$ cat src/rtl/mgmt_hub.sv
// mgmt_hub: routes one mgmt master to N_SLV slaves by address field,
// answers misses/timeouts with MISS_DATA and keeps sticky error flags.
// Ports: clk, rstn; master mgmt_req/adr/rwn/wen/txd -> mgmt_ack/rxe/rxd;
// slaves s_req -> s_ack/s_rxe/s_rxd; err_clr -> err {spur, timeout, miss}.
module mgmt_hub #(
  parameter int          N_SLV     = 5,
  parameter int          SEL_LSB   = 12,
  parameter int          SEL_W     = 4,
  parameter int          TIMEOUT   = 255,
  parameter logic [31:0] MISS_DATA = 32'hDEAD_0BAD
) (
  input  logic                  clk,
  input  logic                  rstn,
  input  logic                  mgmt_req,
  input  logic [31:0]           mgmt_adr,
  input  logic                  mgmt_rwn,
  input  logic [1:0]            mgmt_wen,
  input  logic [31:0]           mgmt_txd,
  output logic                  mgmt_ack,
  output logic                  mgmt_rxe,
  output logic [31:0]           mgmt_rxd,
  output logic [N_SLV-1:0]      s_req,
  input  logic [N_SLV-1:0]      s_ack,
  input  logic [N_SLV-1:0]      s_rxe,
  input  logic [32*N_SLV-1:0]   s_rxd,
  input  logic                  err_clr,
  output logic [2:0]            err
);

  localparam int TW = (TIMEOUT > 0) ? $clog2(TIMEOUT + 1) : 1;
  localparam logic [TW-1:0] T_LAST =
    TW'((TIMEOUT > 0) ? TIMEOUT - 1 : 0);
  localparam logic [TW-1:0] T_SAT = TW'(TIMEOUT);

  typedef enum logic [1:0] {
    IDLE, WAIT_ACK, WAIT_RXD, MISS
  } state_t;

  state_t           state;
  logic [N_SLV-1:0] sel_oh;
  logic [N_SLV-1:0] adr_oh;
  logic [N_SLV-1:0] exp_ack;
  logic [N_SLV-1:0] exp_rxe;
  logic [SEL_W-1:0] adr_sel;
  logic [TW-1:0]    timer;
  logic [31:0]      sel_rxd;
  logic [2:0]       err_set;
  logic             rwn_q;
  logic             pend;
  logic             accept;
  logic             ack_hit;
  logic             rxe_hit;
  logic             t_fire;
  logic             spur;
  logic             unused;

  // Address/data/enables reach the slaves on their own wires.
  assign unused = ^{mgmt_wen, mgmt_txd, mgmt_adr};

  always_comb begin
    adr_sel = mgmt_adr[SEL_LSB +: SEL_W];
    for (int i = 0; i < N_SLV; i++) begin
      adr_oh[i] = (adr_sel == SEL_W'(i));
    end
    sel_rxd = '0;
    for (int i = 0; i < N_SLV; i++) begin
      if (sel_oh[i]) sel_rxd = s_rxd[32*i +: 32];
    end
    accept  = (state == IDLE) && mgmt_req && !mgmt_ack;
    ack_hit = |(s_ack & sel_oh);
    rxe_hit = |(s_rxe & sel_oh);
    t_fire  = (TIMEOUT != 0) && (timer == T_LAST);
    // Only the awaited (state, slave) response is legal.
    exp_ack = '0;
    exp_rxe = '0;
    case (state)
      WAIT_ACK: begin
        exp_ack = sel_oh;
        if (ack_hit && rwn_q) exp_rxe = sel_oh;
      end
      WAIT_RXD: if (!pend) exp_rxe = sel_oh;
      default: ;
    endcase
    spur = (|(s_ack & ~exp_ack)) || (|(s_rxe & ~exp_rxe));
    err_set[0] = accept && !(|adr_oh);
    err_set[1] = t_fire &&
      (((state == WAIT_ACK) && !ack_hit) ||
       ((state == WAIT_RXD) && !pend && !rxe_hit));
    err_set[2] = spur;
  end

  always_ff @(posedge clk or negedge rstn) begin
    if (!rstn) begin
      state    <= IDLE;
      sel_oh   <= '0;
      rwn_q    <= 1'b0;
      pend     <= 1'b0;
      timer    <= '0;
      s_req    <= '0;
      mgmt_ack <= 1'b0;
      mgmt_rxe <= 1'b0;
      mgmt_rxd <= '0;
      err      <= '0;
    end else begin
      mgmt_ack <= 1'b0;
      mgmt_rxe <= 1'b0;
      err      <= (err_clr ? 3'b000 : err) | err_set;
      case (state)
        IDLE: if (accept) begin
          sel_oh <= adr_oh;
          rwn_q  <= mgmt_rwn;
          pend   <= 1'b0;
          timer  <= '0;
          if (|adr_oh) begin
            s_req <= adr_oh;
            state <= WAIT_ACK;
          end else begin
            mgmt_ack <= 1'b1;
            state    <= MISS;
          end
        end
        MISS: begin
          if (rwn_q) begin
            mgmt_rxe <= 1'b1;
            mgmt_rxd <= MISS_DATA;
          end
          state <= IDLE;
        end
        WAIT_ACK: begin
          if (ack_hit) begin
            s_req    <= '0;
            mgmt_ack <= 1'b1;
            if (!rwn_q) begin
              state <= IDLE;
            end else begin
              state <= WAIT_RXD;
              timer <= '0;
              // Data arriving with the ack is replayed next cycle.
              if (rxe_hit) begin
                mgmt_rxd <= sel_rxd;
                pend     <= 1'b1;
              end
            end
          end else if (t_fire) begin
            s_req    <= '0;
            mgmt_ack <= 1'b1;
            if (rwn_q) begin
              mgmt_rxd <= MISS_DATA;
              pend     <= 1'b1;
              state    <= WAIT_RXD;
            end else begin
              state <= IDLE;
            end
          end else if (timer != T_SAT) begin
            timer <= timer + TW'(1);
          end
        end
        WAIT_RXD: begin
          if (pend) begin
            mgmt_rxe <= 1'b1;
            pend     <= 1'b0;
            state    <= IDLE;
          end else if (rxe_hit) begin
            mgmt_rxe <= 1'b1;
            mgmt_rxd <= sel_rxd;
            state    <= IDLE;
          end else if (t_fire) begin
            mgmt_rxe <= 1'b1;
            mgmt_rxd <= MISS_DATA;
            state    <= IDLE;
          end else if (timer != T_SAT) begin
            timer <= timer + TW'(1);
          end
        end
        default: state <= IDLE;
      endcase
    end
  end

endmodule

$ cat config.mk
export PLATFORM = sky130hd
export DESIGN_NAME = mgmt_hub
export DESIGN_NICKNAME = d
export VERILOG_FILES = /design/src/rtl/mgmt_hub.sv
export SDC_FILE = /design/constraint.sdc
export NUM_CORES = 1
export LEC_CHECK = 0
export ABC_AREA = 0
export BUFFER_PORTS_ARGS = -buffer_cell sky130_fd_sc_hd__buf_2
export CAP_MARGIN = 20
export CORE_MARGIN = 2
export CORE_UTILIZATION = 30
export DETAILED_ROUTE_END_ITERATION = 8
export GPL_ROUTABILITY_DRIVEN = 1
export MAX_ROUTING_LAYER = met4
export PLACE_DENSITY = 0.62
export SYNTH_ARGS = -nofsm -noshare
export SYNTH_HDL_FRONTEND = slang
export SYNTH_SLANG_ARGS = --single-unit
$ cat constraint.sdc
create_clock -name clk -period 6.55 [get_ports clk]
set_input_delay 0 -clock clk [delete_from_list [all_inputs] [get_ports clk]]
set_output_delay 0 -clock clk [all_outputs]
set_load 0.03 [all_outputs]
* Yosys cells after proc, flatten, opt, wreduce, memory -nomap -nowiden *
Index checks and enable logic that the tools add are counted.

storage, ports and cells
  register bits = 59
  latch bits = 0
  RAM bits = 0
  ROM bits = 0
  input port bits = 241
  output and inout bits = 42
  logic and storage cells = 125
  memories = 0

operators by class
  $add $sub $neg = 1
  $mul = 0
  div/mod/pow operators = 0
  order comparisons = 0
  eq/ne operators = 19
  shift operators = 0
  muxes and demuxes = 57
  bitwise logic cells = 7
  reductions and logical operators = 31

operators with widths
  kind                                                  count
  2-to-1 mux 32 bit                                     13
  case mux 32 bit (3 select lines)                      1
  2-to-1 mux 8 bit                                      7
  2-to-1 mux 5 bit                                      7
  OR reduction 5 bit                                    5
  case mux 8 bit (3 select lines)                       1
  AND 5 bit                                             4
  case mux 5 bit (2 select lines)                       2
  2-to-1 mux 2 bit                                      8
  inequality test 3 bit (second input constant)         5
  2-to-1 mux 1 bit                                      13
  AND reduction 6 bit                                   2
  inverter 5 bit                                        2
  adder 8 x 1 -> 8 bit (second input constant)          1
  equality test 4 x 2 -> 1 bit (second input constant)  2
  equality test 8 bit (second input constant)           1
  logical AND 1 bit                                     8
  inequality test 8 bit (second input constant)         1
  case mux 2 bit (4 select lines)                       1
  inequality test 2 bit (second input constant)         3
  nonzero test 3 bit                                    2
  zero test 1 bit                                       5
  AND reduction 5 bit                                   1
  equality test 2 bit (second input constant)           2
  16 further kinds                                      18

* Logic depth before layout (Yosys ltp) *
  word-level depth = 10
  depth in mapped cells = 10

* Worst setup path before layout *
OpenSTA, ideal clock, no wires.

  path type = register to register
  from = reg sel_oh[0]
  to = reg mgmt_rxd[16]
  data arrival time = 2.065 ns
  slack = 4.351 ns
  stages on the path, launching flop included = 9
  path buffers = 3
  clock period less this slack = 2.199 ns
  cell sequence = dfrtp_1 buf_6 a222oi_1 a21o_1 a2bb2oi_2 and4_1 buf_4 buf_6 a211oi_2

on the way
  longest elaborated chain between the ends = 9

ends and longest elaborated chain
  what                              line  text
  from (decl)                       40    logic [N_SLV-1:0] sel_oh;
  from (signal assigned)            110   sel_oh <= adr_oh;
  2-to-1 mux 32 bit (5 in a row)    67    if (sel_oh[i]) sel_rxd = s_rxd[32*i +: 32];
  2-to-1 mux 32 bit                 139   if (rxe_hit) begin
  2-to-1 mux 32 bit                 133   if (!rwn_q) begin
  2-to-1 mux 32 bit                 130   if (ack_hit) begin
  case mux 32 bit (3 select lines)  108   case (state)
  to (signal assigned)              140   mgmt_rxd <= sel_rxd;
  to (signal assigned)              165   mgmt_rxd <= sel_rxd;
  to (decl)                         21    output logic [31:0] mgmt_rxd,

Several ways; a longest one is shown, not always the timed one. The select of a mux whose other input is x is not followed.
A chain may end at the register's enable or synchronous reset.

* Worst setup path in the final report *
  from = reg sel_oh[4]
  to = reg mgmt_rxd[2]

on the way
  longest elaborated chain between the ends = 5

ends and longest elaborated chain
  what                                                            line
  AND 5 bit / 2-to-1 mux 32 bit (equally long branches)           71, 67
  OR reduction 5 bit / 2-to-1 mux 32 bit (equally long branches)  71, 139
  2-to-1 mux 32 bit, on equally long branches                     163, 133
  2-to-1 mux 32 bit, on equally long branches                     159, 130
  case mux 32 bit (3 select lines)                                108

Several ways; a longest one is shown, not always the timed one. The select of a mux whose other input is x is not followed.

==> impl_metrics.env <==
export IMPL_status="finished clean"
export IMPL_slew_violations=0
export IMPL_final_cells=1016
export IMPL_synthCells=593
export IMPL_worst_path_max_delay_cell="and4_1"
export IMPL_fin_crit_ns=3.95
export IMPL_hold_path_cell_count=4
export IMPL_use_met2_pct=33.9
export IMPL_path_clk_slew_ns=0.06
export IMPL_core_area_um2=15800
export IMPL_post_cts_buffers=0
export IMPL_cts_sinks=59
export IMPL_hold_buffers=23
export IMPL_antenna_found_initial=1
export IMPL_post_cts_resized=0
export IMPL_hold_viol=0
export IMPL_cts_root_buf="clkbuf_16"
export IMPL_gp_congestion=0.866
export IMPL_timing_critical_path_buf_inv=1
export IMPL_grt_pass1_wl_um=27400
export IMPL_p_per_area_nw_per_um2=435
export IMPL_postSynthAreaPerCell_um2=8.16
export IMPL_reg2regPathDepth=6
export IMPL_seq_area_frac_synth_pct=30.5
export IMPL_drtPass1Iterations=5
export IMPL_cts_made_buffers=9
export IMPL_netlist_top_cells_area="dfrtp_1 (31%), a21oi_1 (8.8%), a221oi_1 (5.8%)"
export IMPL_min_path_type="in -> reg"
export IMPL_rsz0062_at_grt="false"
export IMPL_slew_limit_headroom_pct=27.3
export IMPL_critPathLaunchType="flip-flop"
export IMPL_worstPathCellList="buf_4 > a222oi_1 > a21o_1 > a2bb2oi_2 > and4_1 > a211oi_1"
export IMPL_htree_levels=3
export IMPL_synthArstFlopShare_pct=100
export IMPL_final_cell_mix="buf_2 (220), a21oi_1 (85), inv_1 (56), dfrtp_1 (56), o21ai_0 (47)"
export IMPL_vdd_ir_drop_max_mv=0.267
export IMPL_worstMarginPinSlew_ns=1.09
export IMPL_synth_xor_area_share_pct=0
export IMPL_yosys_warnings=0
export IMPL_cts_tree="built"
export IMPL_worst_setup_path_type="reg -> reg"
export IMPL_drive_gt1_share_pct=34.2
export IMPL_overflow=0
export IMPL_port_buffers=220
export IMPL_rows=46
export IMPL_syn2layout_area_growth_pct=35.4
export IMPL_grt_met1_usage_pct=28.0
export IMPL_die_x_um=131
export IMPL_drtIter0Drc=387
export IMPL_synth_top_area_share_pct=30.5
export IMPL_fmax_mhz=253
export IMPL_synthMuxAreaShare_pct=1.84
export IMPL_synth_main_ff_cell="dfrtp_1"
export IMPL_synth_top_family_by_area="compound AO/OA/AOI/OAI gates"
export IMPL_path_delay_family="compound AO/OA/AOI/OAI gates"
export IMPL_setup_viol=0
export IMPL_vias=5590
export IMPL_critical_path_depth=6
export IMPL_grt_max_degree=69
export IMPL_drc=0
export IMPL_wl_um=18100
export IMPL_dp_hpwl_um=12900
export IMPL_die_h_um=131
export IMPL_cp_max_fo=57
export IMPL_arrival_ns=4.11
export IMPL_grt_pass1_vias=5237
export IMPL_final_common_cell="buf_2"
export IMPL_cts_buffer_depth=2
export IMPL_grt_busiest_layer="met2"
export IMPL_syn_nets=842
export IMPL_synth_cell_type_count=54
export IMPL_synth_cell_area_um2=4840
export IMPL_synthSimpleGateAreaFrac_pct=13.9
export IMPL_period_share_pct=60.3
export IMPL_use_met3_pct=3.38
export IMPL_die_area_um2=17200
export IMPL_fin_nets=1043
export IMPL_max_stage_delay_ns=0.97
export IMPL_p_leak_uw=0.00304
export IMPL_wl_per_cell_um=17.8
export IMPL_synth_edf_count=0
export IMPL_insertion_delay_ns=0.33
export IMPL_finClkSkew_ns=0.00809
export IMPL_avgViaCountPerCell=5.50
export IMPL_synth_top_area_cell="dfrtp_1"
export IMPL_end_kind="flip-flop"
export IMPL_synth_seq_cells=59
export IMPL_maxCapViolations=0
export IMPL_dp_cells=976
export IMPL_ios=283
export IMPL_start_util_pct=30.6
export IMPL_grt_use_total_pct=21.2
export IMPL_cp_data_required_time_ns=6.71
export IMPL_synth_adder_area_share_pct=2.07
export IMPL_synth_compound_area_share_pct=41.3
export IMPL_tns_ns=0
export IMPL_ant_nets=0
==> sequential cells by signal, summed over array words and instances, names as in the netlist <==
name	flops
mgmt_rxe	1
s_req	5
rwn_q	1
mgmt_rxd	32
sel_oh	5
timer	8
pend	1
err	3
state	2
mgmt_ack	1
==> cell type report <==
| cell class | instances | area [µm²] |
|---|---|---|
| clock buffer | 11 | 243 |
| sequential | 59 | 1480 |
| timing repair buffer | 250 | 1380 |
| clock inverter | 5 | 100 |
| antenna | 1 | 2.50 |
| tap | 216 | 270 |
| inverter | 56 | 210 |
| fill | 1613 | 9280 |
| multi-input combinational | 418 | 2860 |
==> worst min-delay path: stages <==
cell and delay, ns:
buf_2 0.14, nor2_1 0.06, nand2_1 0.05, o21ai_0 0.06
==> power breakdown <==
part           total (µW)  internal (µW)  leakage (µW)  switching (µW)
Combinational        1720            636       0.00208            1090
Sequential            569            464      0.000786             105
Clock                 555            381      0.000170             174
Total                2850           1480       0.00304            1370
==> routing by layer <==
| layer | vias up | share of wire [%] | wire (µm) |
|---|---|---|---|
| met3 | 21 | 5.4 | 984 |
| met4 | 0 | 1.6 | 299 |
| li1 | 2667 | - | - |
| met5 | - | 0 | 0 |
| met1 | 2667 | 43 | 7890 |
| met2 | 235 | 49 | 8970 |
==> Yosys cell counts, drive strengths merged, types with 2 or more instances <==
master and count:
a211oi 21, a21boi 2, a21o 5, a21oi 85, a221o 20, a221oi 32, a222oi 2, a22o 2
a22oi 4, a2bb2oi 2, a31o 2, and3 5, and4 2, buf 18, clkbuf 42, dfrtp 59
ha 8, inv 56, mux2 7, nand2 18, nand2b 3, nand3 12, nand3b 19, nand4 3
nor2 11, nor2b 14, nor3 2, nor4 2, o21ai 47, o22ai 24, o2bb2ai 14, o31ai 16
o41ai 3, or2 3, or3 19
==> per-stage QoR <==
stage / total power, µW / util, % / setup WS, ns / hold WS (ns) / area, µm²
floorplan: 1870 / - / 4.35 / -0.296 / 4840
detailed placement: 2260 / 37.8 / 2.69 / 0.220 / 5980
global route: 3050 / 41.4 / 2.41 / 0.0510 / 6550
global placement: 2240 / 37.8 / 2.73 / 0.217 / 5980
CTS: 2840 / 41.4 / 2.65 / 0.0133 / 6550
finish: 2850 / 41.4 / 2.60 / 0.0205 / 6550
==> worst paths after layout <==
check / end / start / slack, ns
max reg2reg: mgmt_rxd[2]$_DFFE_PN0P_ / sel_oh[4]$_DFFE_PN0P_ / 2.60
min in group asynchronous: s_req[2]$_DFFE_PN0P_ / rstn / 0.36
min reg2reg: mgmt_rxd[4]$_DFFE_PN0P_ / mgmt_rxd[4]$_DFFE_PN0P_ / 0.48
max in group asynchronous: sel_oh[4]$_DFFE_PN0P_ / rstn / 5.61
max: mgmt_rxd[2]$_DFFE_PN0P_ / sel_oh[4]$_DFFE_PN0P_ / 2.60
min: sel_oh[0]$_DFFE_PN0P_ / mgmt_adr[13] / 0.02
==> logic make-up after synthesis <==
kind of cell / Yosys count
AO/OA/AOI/OAI: 287
adder cells (fa/ha/maj): 8
AND/OR/NAND/NOR: 115
buffers and inverters: 116
multiplexers: 8
flip-flops: 59
Power figures use the tool's default switching activity.
